File: config.mk
export PLATFORM = sky130hd
export DESIGN_NAME = apb_cmd_master
export DESIGN_NICKNAME = d
export VERILOG_FILES = /design/src/rtl/apb_master_pkg.sv /design/src/rtl/apb_cmd_fifo.sv /design/src/rtl/apb_cmd_master.sv
export SDC_FILE = /design/constraint.sdc
export NUM_CORES = 1
export LEC_CHECK = 0
export ABC_AREA = 1
export CORE_MARGIN = 2
export CORE_UTILIZATION = 46
export DETAILED_ROUTE_END_ITERATION = 16
export HOLD_SLACK_MARGIN = 0.15
export PLACE_DENSITY = 0.8
export RECOVER_POWER = 25
export SYNTH_ARGS = -nofsm -noshare
export SYNTH_HDL_FRONTEND = slang
export SYNTH_SLANG_ARGS = --single-unit
export TNS_END_PERCENT = 1
File: constraint.sdc
create_clock -name pclk -period 3.87 [get_ports pclk]
set_clock_uncertainty 0.05 [all_clocks]
set_input_delay 0.774 -clock pclk [delete_from_list [all_inputs] [get_ports pclk]]
set_output_delay 0.774 -clock pclk [all_outputs]
set_load 0.005 [all_outputs]
File: src/rtl/apb_master_pkg.sv
// Shared types for the APB command master: transfer phases and the buffered
// command record.
package apb_master_pkg;

    localparam int ADDR_W = 8;
    localparam int DATA_W = 8;

    typedef enum logic [1:0] {
        IDLE,
        SETUP,
        ACCESS
    } apb_state_e;

    typedef struct packed {
        logic              write;
        logic [ADDR_W-1:0] addr;
        logic [DATA_W-1:0] wdata;
    } apb_cmd_t;

endpackage

File: src/rtl/apb_cmd_fifo.sv
// Synchronous command FIFO; full/empty come from the registered occupancy
// count, so a same-cycle pop never frees a slot early and nothing falls through.
module apb_cmd_fifo
    import apb_master_pkg::*;
#(
    parameter int DEPTH = 4
) (
    input  logic     clk,
    input  logic     rst,
    input  logic     push,
    input  apb_cmd_t din,
    input  logic     pop,
    output apb_cmd_t dout,
    output logic     full,
    output logic     empty
);

    localparam int PTR_W = $clog2(DEPTH);
    localparam int CNT_W = PTR_W + 1;

    apb_cmd_t           mem_q [DEPTH];
    apb_cmd_t           mem_d [DEPTH];
    logic [PTR_W-1:0]   wr_ptr_q, wr_ptr_d;
    logic [PTR_W-1:0]   rd_ptr_q, rd_ptr_d;
    logic [CNT_W-1:0]   count_q, count_d;
    logic               do_push;
    logic               do_pop;

    assign full  = (count_q == CNT_W'(DEPTH));
    assign empty = (count_q == '0);
    assign dout  = mem_q[rd_ptr_q];

    always_comb begin
        mem_d    = mem_q;
        wr_ptr_d = wr_ptr_q;
        rd_ptr_d = rd_ptr_q;
        count_d  = count_q;
        do_push  = push && !full;
        do_pop   = pop && !empty;
        if (do_push) begin
            mem_d[wr_ptr_q] = din;
            wr_ptr_d        = wr_ptr_q + PTR_W'(1);
        end
        if (do_pop) begin
            rd_ptr_d = rd_ptr_q + PTR_W'(1);
        end
        case ({do_push, do_pop})
            2'b10:   count_d = count_q + CNT_W'(1);
            2'b01:   count_d = count_q - CNT_W'(1);
            default: count_d = count_q;
        endcase
    end

    always_ff @(posedge clk or posedge rst) begin
        if (rst) begin
            for (int i = 0; i < DEPTH; i++) begin
                mem_q[i] <= '0;
            end
            wr_ptr_q <= '0;
            rd_ptr_q <= '0;
            count_q  <= '0;
        end else begin
            mem_q    <= mem_d;
            wr_ptr_q <= wr_ptr_d;
            rd_ptr_q <= rd_ptr_d;
            count_q  <= count_d;
        end
    end

endmodule

File: src/rtl/apb_cmd_master.sv
// APB requester: drains buffered commands one transfer at a time, aborts
// stalled ACCESS phases after TIMEOUT cycles, and holds one response.
module apb_cmd_master
    import apb_master_pkg::*;
#(
    parameter int FIFO_DEPTH = 4,
    parameter int TIMEOUT    = 16
) (
    input  logic              pclk,
    input  logic              preset,
    input  logic              cmd_valid,
    output logic              cmd_ready,
    input  logic              cmd_write,
    input  logic [ADDR_W-1:0] cmd_addr,
    input  logic [DATA_W-1:0] cmd_wdata,
    output logic              rsp_valid,
    input  logic              rsp_ready,
    output logic [DATA_W-1:0] rsp_rdata,
    output logic              rsp_write,
    output logic              rsp_err,
    output logic              psel,
    output logic              penable,
    output logic              pwrite,
    output logic [ADDR_W-1:0] paddr,
    output logic [DATA_W-1:0] pwdata,
    input  logic [DATA_W-1:0] prdata,
    input  logic              pready
);

    localparam int CNT_W = $clog2(TIMEOUT);
    localparam logic [CNT_W-1:0] CNT_LAST = CNT_W'(TIMEOUT - 1);

    apb_state_e        state_q, state_d;
    logic              psel_q, psel_d;
    logic              penable_q, penable_d;
    logic              pwrite_q, pwrite_d;
    logic [ADDR_W-1:0] paddr_q, paddr_d;
    logic [DATA_W-1:0] pwdata_q, pwdata_d;
    logic [CNT_W-1:0]  cnt_q, cnt_d;
    logic              rsp_valid_q, rsp_valid_d;
    logic [DATA_W-1:0] rsp_rdata_q, rsp_rdata_d;
    logic              rsp_write_q, rsp_write_d;
    logic              rsp_err_q, rsp_err_d;

    apb_cmd_t fifo_din;
    apb_cmd_t fifo_head;
    logic     fifo_full;
    logic     fifo_empty;
    logic     fifo_pop;
    logic     slot_free;

    assign fifo_din = '{write: cmd_write, addr: cmd_addr, wdata: cmd_wdata};

    apb_cmd_fifo #(
        .DEPTH (FIFO_DEPTH)
    ) u_fifo (
        .clk   (pclk),
        .rst   (preset),
        .push  (cmd_valid),
        .din   (fifo_din),
        .pop   (fifo_pop),
        .dout  (fifo_head),
        .full  (fifo_full),
        .empty (fifo_empty)
    );

    // A response being drained this cycle frees the slot for the next transfer.
    assign slot_free = !rsp_valid_q || rsp_ready;

    always_comb begin
        state_d     = state_q;
        psel_d      = psel_q;
        penable_d   = penable_q;
        pwrite_d    = pwrite_q;
        paddr_d     = paddr_q;
        pwdata_d    = pwdata_q;
        cnt_d       = cnt_q;
        rsp_valid_d = rsp_valid_q;
        rsp_rdata_d = rsp_rdata_q;
        rsp_write_d = rsp_write_q;
        rsp_err_d   = rsp_err_q;
        fifo_pop    = 1'b0;

        if (rsp_valid_q && rsp_ready) begin
            rsp_valid_d = 1'b0;
        end

        case (state_q)
            IDLE: begin
                if (!fifo_empty && slot_free) begin
                    fifo_pop  = 1'b1;
                    state_d   = SETUP;
                    psel_d    = 1'b1;
                    penable_d = 1'b0;
                    pwrite_d  = fifo_head.write;
                    paddr_d   = fifo_head.addr;
                    pwdata_d  = fifo_head.wdata;
                end
            end
            SETUP: begin
                state_d   = ACCESS;
                penable_d = 1'b1;
                cnt_d     = '0;
            end
            ACCESS: begin
                if (pready || (cnt_q == CNT_LAST)) begin
                    state_d     = IDLE;
                    psel_d      = 1'b0;
                    penable_d   = 1'b0;
                    rsp_valid_d = 1'b1;
                    rsp_write_d = pwrite_q;
                    rsp_err_d   = !pready;
                    rsp_rdata_d = (pready && !pwrite_q) ? prdata : '0;
                end else begin
                    cnt_d = cnt_q + CNT_W'(1);
                end
            end
            default: begin
                state_d   = IDLE;
                psel_d    = 1'b0;
                penable_d = 1'b0;
            end
        endcase
    end

    always_ff @(posedge pclk or posedge preset) begin
        if (preset) begin
            state_q     <= IDLE;
            psel_q      <= 1'b0;
            penable_q   <= 1'b0;
            pwrite_q    <= 1'b0;
            paddr_q     <= '0;
            pwdata_q    <= '0;
            cnt_q       <= '0;
            rsp_valid_q <= 1'b0;
            rsp_rdata_q <= '0;
            rsp_write_q <= 1'b0;
            rsp_err_q   <= 1'b0;
        end else begin
            state_q     <= state_d;
            psel_q      <= psel_d;
            penable_q   <= penable_d;
            pwrite_q    <= pwrite_d;
            paddr_q     <= paddr_d;
            pwdata_q    <= pwdata_d;
            cnt_q       <= cnt_d;
            rsp_valid_q <= rsp_valid_d;
            rsp_rdata_q <= rsp_rdata_d;
            rsp_write_q <= rsp_write_d;
            rsp_err_q   <= rsp_err_d;
        end
    end

    assign cmd_ready = !fifo_full;
    assign psel      = psel_q;
    assign penable   = penable_q;
    assign pwrite    = pwrite_q;
    assign paddr     = paddr_q;
    assign pwdata    = pwdata_q;
    assign rsp_valid = rsp_valid_q;
    assign rsp_rdata = rsp_rdata_q;
    assign rsp_write = rsp_write_q;
    assign rsp_err   = rsp_err_q;

endmodule

======== After elaboration in Yosys (flattened, before gate mapping) ========
Cells that the tools add are included.
storage, ports and cells
  input bits .............................. 30
  output and inout port bits .............. 31
  register bits after elaboration ......... 111
operators by class
  $add $sub $neg .......................... 5
  order comparisons ....................... 3
  reduce and logical (&&, ||, !) cells .... 22
  bitwise operators ....................... 3
  mux-type cells .......................... 23
  eq/ne operators ......................... 9
operators by type and width
  kind                                                                   number
  68-bit bitwise mux                                                     1
  17-bit 2-to-1 mux                                                      3
  17-bit binary-select mux with 2-bit select                             1
  17-bit demux with 2-bit select                                         1
  1-bit 2-to-1 mux                                                       8
  8-bit 2-to-1 mux                                                       1
  4-bit one-hot mux with 2 select lines                                  1
  2-bit AND reduction                                                    4
  3-bit >= comparator, second input constant                             2
  1-bit logical AND                                                      6
  2-bit != test, second input constant                                   3
  2-bit NOT with 3-bit output                                            2
  1-bit one-hot mux with 3 select lines                                  2
  2-bit one-hot mux with 3 select lines                                  1
  3-bit one-hot mux with 2 select lines                                  1
  1-bit logical NOT                                                      5
  2-bit by 1-bit adder with 2-bit output, second input constant          2
  4-bit by 1-bit adder with 4-bit output, second input constant          1
  2-bit by 1-bit equality test with 1-bit output, second input constant  2
  2-bit equality test, second input constant                             2
  4-bit equality test, second input constant                             1
  2-bit 2-to-1 mux                                                       2
  4-bit 2-to-1 mux                                                       1
  2-bit nonzero test                                                     2
  9 further kinds                                                        10

======== Logic depth before layout (Yosys ltp) ========
  depth in word-level cells ............... 8
  mapped depth ............................ 12
  gate-level depth less buffers ........... 11

======== Cells and area by module ========
A second synthesis with hierarchy kept.
second synthesis, totals
  cells, all modules ...................... 637
  area total of the unflattened synthesis .. 5230.0 µm²
modules (own cells, without submodules)
  module          cells each  times used  sequential area each (µm²)  area each (µm²)
  apb_cmd_fifo    472         1           1876.8                      3783.6
  apb_cmd_master  165         1           875.8                       1446.4

======== Least setup slack after synthesis ========
OpenSTA, ideal clock, no wires.
  path kind ............................... input port to flip-flop
  from .................................... input rsp_ready
  to ...................................... register u_fifo.count_q[2]
  cell stages on the path ................. 11
  data required time ...................... 3.697 ns
  arrival ................................. 2.075 ns
  slack ................................... 1.622 ns
  cells stage by stage .................... inv_1 nand2_1 nand3_2 buf_2 inv_1 ha_1 inv_1 fa_1 nand2_1 nand3b_1 xor2_1
between the ends
  word-level cells in the longest chain between the ends .. 7
  elaborated cells on any way between the ends .. 9
  those cells by class .................... 2 x eq/ne; 3 x mux; 4 x reduce/logical
ends and longest elaborated chain
  element                                                                                       RTL line              RTL
  from (decl)                                                                                   apb_cmd_master.sv:17  input logic rsp_ready,
  1-bit logical OR (*)                                                                          apb_cmd_master.sv:68  assign slot_free = !rsp_valid_q || rsp_ready;
  1-bit logical AND (*)                                                                         apb_cmd_master.sv:90  if (!fifo_empty && slot_free) begin
  1-bit 2-to-1 mux (*)                                                                          apb_cmd_master.sv:90
  1-bit 2-to-1 mux (*)                                                                          apb_cmd_master.sv:88  case (state_q)
  1-bit logical AND (*)                                                                         apb_cmd_fifo.sv:39    do_pop = pop && !empty;
  named net u_fifo.do_pop                                                                       apb_cmd_fifo.sv:27    logic do_pop;
  2-bit by 1-bit equality test with 1-bit output / 2-bit equality test (equally long branches)  apb_cmd_fifo.sv:47    case ({do_push, do_pop})
  3-bit one-hot mux with 2 select lines / 2-bit nonzero test (equally long branches)            -
  to (signal assigned)                                                                          apb_cmd_fifo.sv:66    count_q <= count_d;
  to (decl)                                                                                     apb_cmd_fifo.sv:25    logic [CNT_W-1:0] count_q, count_d;
Mark *: on every way through the listed nets, which the timed path passes. The rest lies on a longest branch.
A chain may end at the register's enable or synchronous reset.

======== Worst setup path after layout ========
  from .................................... input rsp_ready
  to ...................................... register pwdata_q[6] (netlist: pwdata[6])
between the ends
  word-level cells in the longest chain between the ends .. 3
ends and longest elaborated chain
  element                        RTL line               RTL
  1-bit logical OR               apb_cmd_master.sv:68
  1-bit logical AND              apb_cmd_master.sv:90
  2-bit AND reduction (no line)  -
  to (signal assigned)           apb_cmd_master.sv:145  pwdata_q <= pwdata_d;
  to (decl)                      apb_cmd_master.sv:38   logic [DATA_W-1:0] pwdata_q, pwdata_d;
Every way passes these cells.

==> flow_summary.json <==
{
  "die_y_um": 109.4,
  "ys_seq_area_share_pct": 53.86,
  "maxCapViolations": 1,
  "post_cts_buffers": 0,
  "die_w_um": 109.4,
  "power.density_nw_per_um2": 800.4,
  "post_cts_resized": 0,
  "synth_cells": 645,
  "reg2regPathDepth": 7,
  "clockBufferDepth": 2,
  "critPathRequiredTime_ns": 4.08,
  "synth_warnings": 0,
  "ios": 61,
  "worst_path_most_repeated_cell": "nand2_1",
  "antenna_found_initial": 0,
  "drt_iter0_drc": 344,
  "synth-compound-area-share_pct": 7.980,
  "muxShareOfSynthArea_pct": 0,
  "grt_pass1_wl_mm": 18.04,
  "rows": 38,
  "start_util_pct": 47.15,
  "p_leak_nw": 3.157,
  "final_cell_mix": "nand2_1 (254), dfrtp_1 (110), inv_1 (103)",
  "drcViolationCount": 0,
  "synthXorXnorAreaFrac_pct": 0.6854,
  "hold_path_class": "reg2reg",
  "gp_congestion": 0.7890,
  "status": "finished with violations",
  "dp_hpwl_mm": 7.064,
  "syn_avg_cell_area_sq_um": 7.924,
  "critical-path-max-stage-delay_ns": 0.75,
  "worstMarginPinSlew_ns": 1.933,
  "arrival_ns": 2.81,
  "cp-start-kind": "primary input",
  "period_needed_ns": 2.603,
  "clk_latency_ns": 0.37,
  "port-buffer-count": 60,
  "drive_gt1_share_pct": 4.286,
  "layout_commonest_cell": "nand2_1",
  "num_vias": 4118,
  "cp_num_buf_inv": 4,
  "synth_adder_area_share_pct": 1.860,
  "cp-end-kind": "flop",
  "drt_pass1_iterations": 5,
  "via_per_inst": 4.902,
  "synth_top_family_by_area": "simple AND/OR/NAND/NOR gates",
  "fmax_mhz": 384.1,
  "overflow": 0,
  "layout_worst_path_cycle_share_pct": 67.27,
  "violations": "max-capacitance violations, max-slew violations",
  "crit_slowest_cell": "clkbuf_1",
  "relSlewSlack_pct": -29.55,
  "final.fill_count": 961,
  "grt_pass1_vias": 3937,
  "path_depth": 8,
  "synthSimpleGateAreaFrac_pct": 24.58,
  "clkTransAtPathRegs_ns": 0.10,
  "crit_family": "buffers and inverters",
  "postSynthNetCount": 682,
  "synth_area_sq_um": 5111,
  "cp_max_fo": 22,
  "root_buffer": "clkbuf_8",
  "grt_start_max_net_pins": 47,
  "synth_cell_types": 25,
  "cts_tree": "built",
  "ir_drop_mv": 0.3959,
  "cts_buffers": 9,
  "fin_util_pct": 55.12,
  "ctsHoldBuffers": 0,
  "setup_viol": 0,
  "final_antenna_net_count": 0,
  "yosys_register_bits": 110,
  "wirelength_mm": 10.74,
  "die_area_sq_um": 11970,
  "areaGrowthSynthToFinish_pct": 16.92,
  "antennaDiodeCount": 0,
  "numClockSinks": 110,
  "path_cells": "clkdlybuf4s50_1, inv_1, nand2_1, nand3_1, clkbuf_1, inv_2, nand2_1, nand2_1",
  "maxSlewViolCount": 47,
  "core_region_area_sq_um": 10840,
  "fin_nets": 732,
  "worstSetupPathType": "in2reg",
  "finalSetupTns_ns": 0,
  "grtUsageTotal_pct": 19.15,
  "final-hold-violation-count": 0,
  "grt_setup_unrepaired": "false",
  "htreeDepth": 3,
  "wire_per_inst_um": 12.78,
  "min_path_cells": 2
}
[layout make-up]
class	count	area, sq um	share of cell area (%)
sequential	110	2753	46.06
multi-input combinational	400	1789	29.94
clock buffer	12	155.1	2.596
tap	140	175.2	2.931
inverter	108	406.6	6.805
timing repair buffer	66	641.9	10.74
clock inverter	4	55.05	0.9213
[stage by stage]
| stage | setup WS [ns] | hold slack [ns] | power, mW | std cells | area, sq um |
|---|---|---|---|---|---|
| final | 1.267 | 0.4252 | 4.783 | 840 | 5976 |
| after global routing | 1.047 | 0.4643 | 5.236 | 840 | 5976 |
| after CTS | 1.493 | 0.4304 | 4.822 | 840 | 5986 |
| after detailed placement | 1.196 | 0.4078 | 4.097 | 824 | 5776 |
| after global placement | 1.285 | 0.4119 | 3.984 | 824 | 5776 |
| after floorplan | 0.1437 | 0.4030 | 3.401 | 645 | 5111 |
[synth_stat cells, drive strengths merged]
cell type	instances	area share (%)
nand4	1	0.12
fa	1	0.39
ha	6	1.5
nand2	255	19
a21oi	1	0.098
o21a	1	0.15
clkbuf	3	0.29
xor2	2	0.34
nand3b	1	0.15
clkinv	1	0.073
nor2	4	0.34
o21ai	79	7.7
dfrtp	110	54
xnor2	2	0.34
buf	24	2.8
inv	107	7.9
nand3	47	5.1
[report_power, final]
| group | leakage [nW] | internal (mW) | switching, mW | total (mW) |
|---|---|---|---|---|
| registers | 1.39 | 1.68 | 0.289 | 1.97 |
| clock network | 0.103 | 0.338 | 0.377 | 0.715 |
| logic | 1.66 | 0.854 | 1.25 | 2.10 |
| total | 3.16 | 2.87 | 1.92 | 4.78 |
[final timing paths]
path                                                    start                           end  slack [ns]
worst max-delay path                                rsp_ready         pwdata[6]$_DFFE_PP0N_        1.27
worst min-delay path                    rsp_write$_DFFE_PP0P_         rsp_write$_DFFE_PP0P_        0.43
worst max register to register  u_fifo.count_q[1]$_DFFE_PP0P_         pwdata[6]$_DFFE_PP0N_        1.53
worst min register to register          rsp_write$_DFFE_PP0P_         rsp_write$_DFFE_PP0P_        0.43
max in group asynchronous                              preset  u_fifo.mem_q[49]$_DFFE_PP0P_        1.40
min in group asynchronous                              preset      rsp_rdata[6]$_DFFE_PP0P_        1.30
[sequential cells by signal, summed over array words and instances, names as in the netlist]
name / count
u_fifo.count_q: 3
psel: 1
state_q: 2
cnt_q: 4
u_fifo.mem_q: 68
pwdata: 8
rsp_rdata: 8
paddr: 8
rsp_write: 1
u_fifo.rd_ptr_q: 2
rsp_err: 1
u_fifo.wr_ptr_q: 2
rsp_valid: 1
pwrite: 1
[routing by layer]
metal,global-route usage (%),vias to the layer above,wire length (um)
met3,3.142,13,476
li1,-,2049,-
met5,0,-,0
met4,6.872,0,174
met2,33.73,82,5272
met1,23.72,1974,4814
[worst reg2reg max path, cell delays in order (launching register included)]
cell	delay [ns]
dfrtp_1	0.42
nor2_2	0.18
nand2_1	0.07
nand3_1	0.09
clkbuf_1	0.75
inv_2	0.39
nand2_1	0.22
nand2_1	0.06
[cell families (layout without fill, tap and decap cells)]
logic type	count (synthesis)	after routing
xor+xnor	4	4
compound gates	81	81
fa+ha+maj	7	7
buf+inv	135	190
flops	110	110
simple gates	308	308
Power figures use the tool's default switching activity.
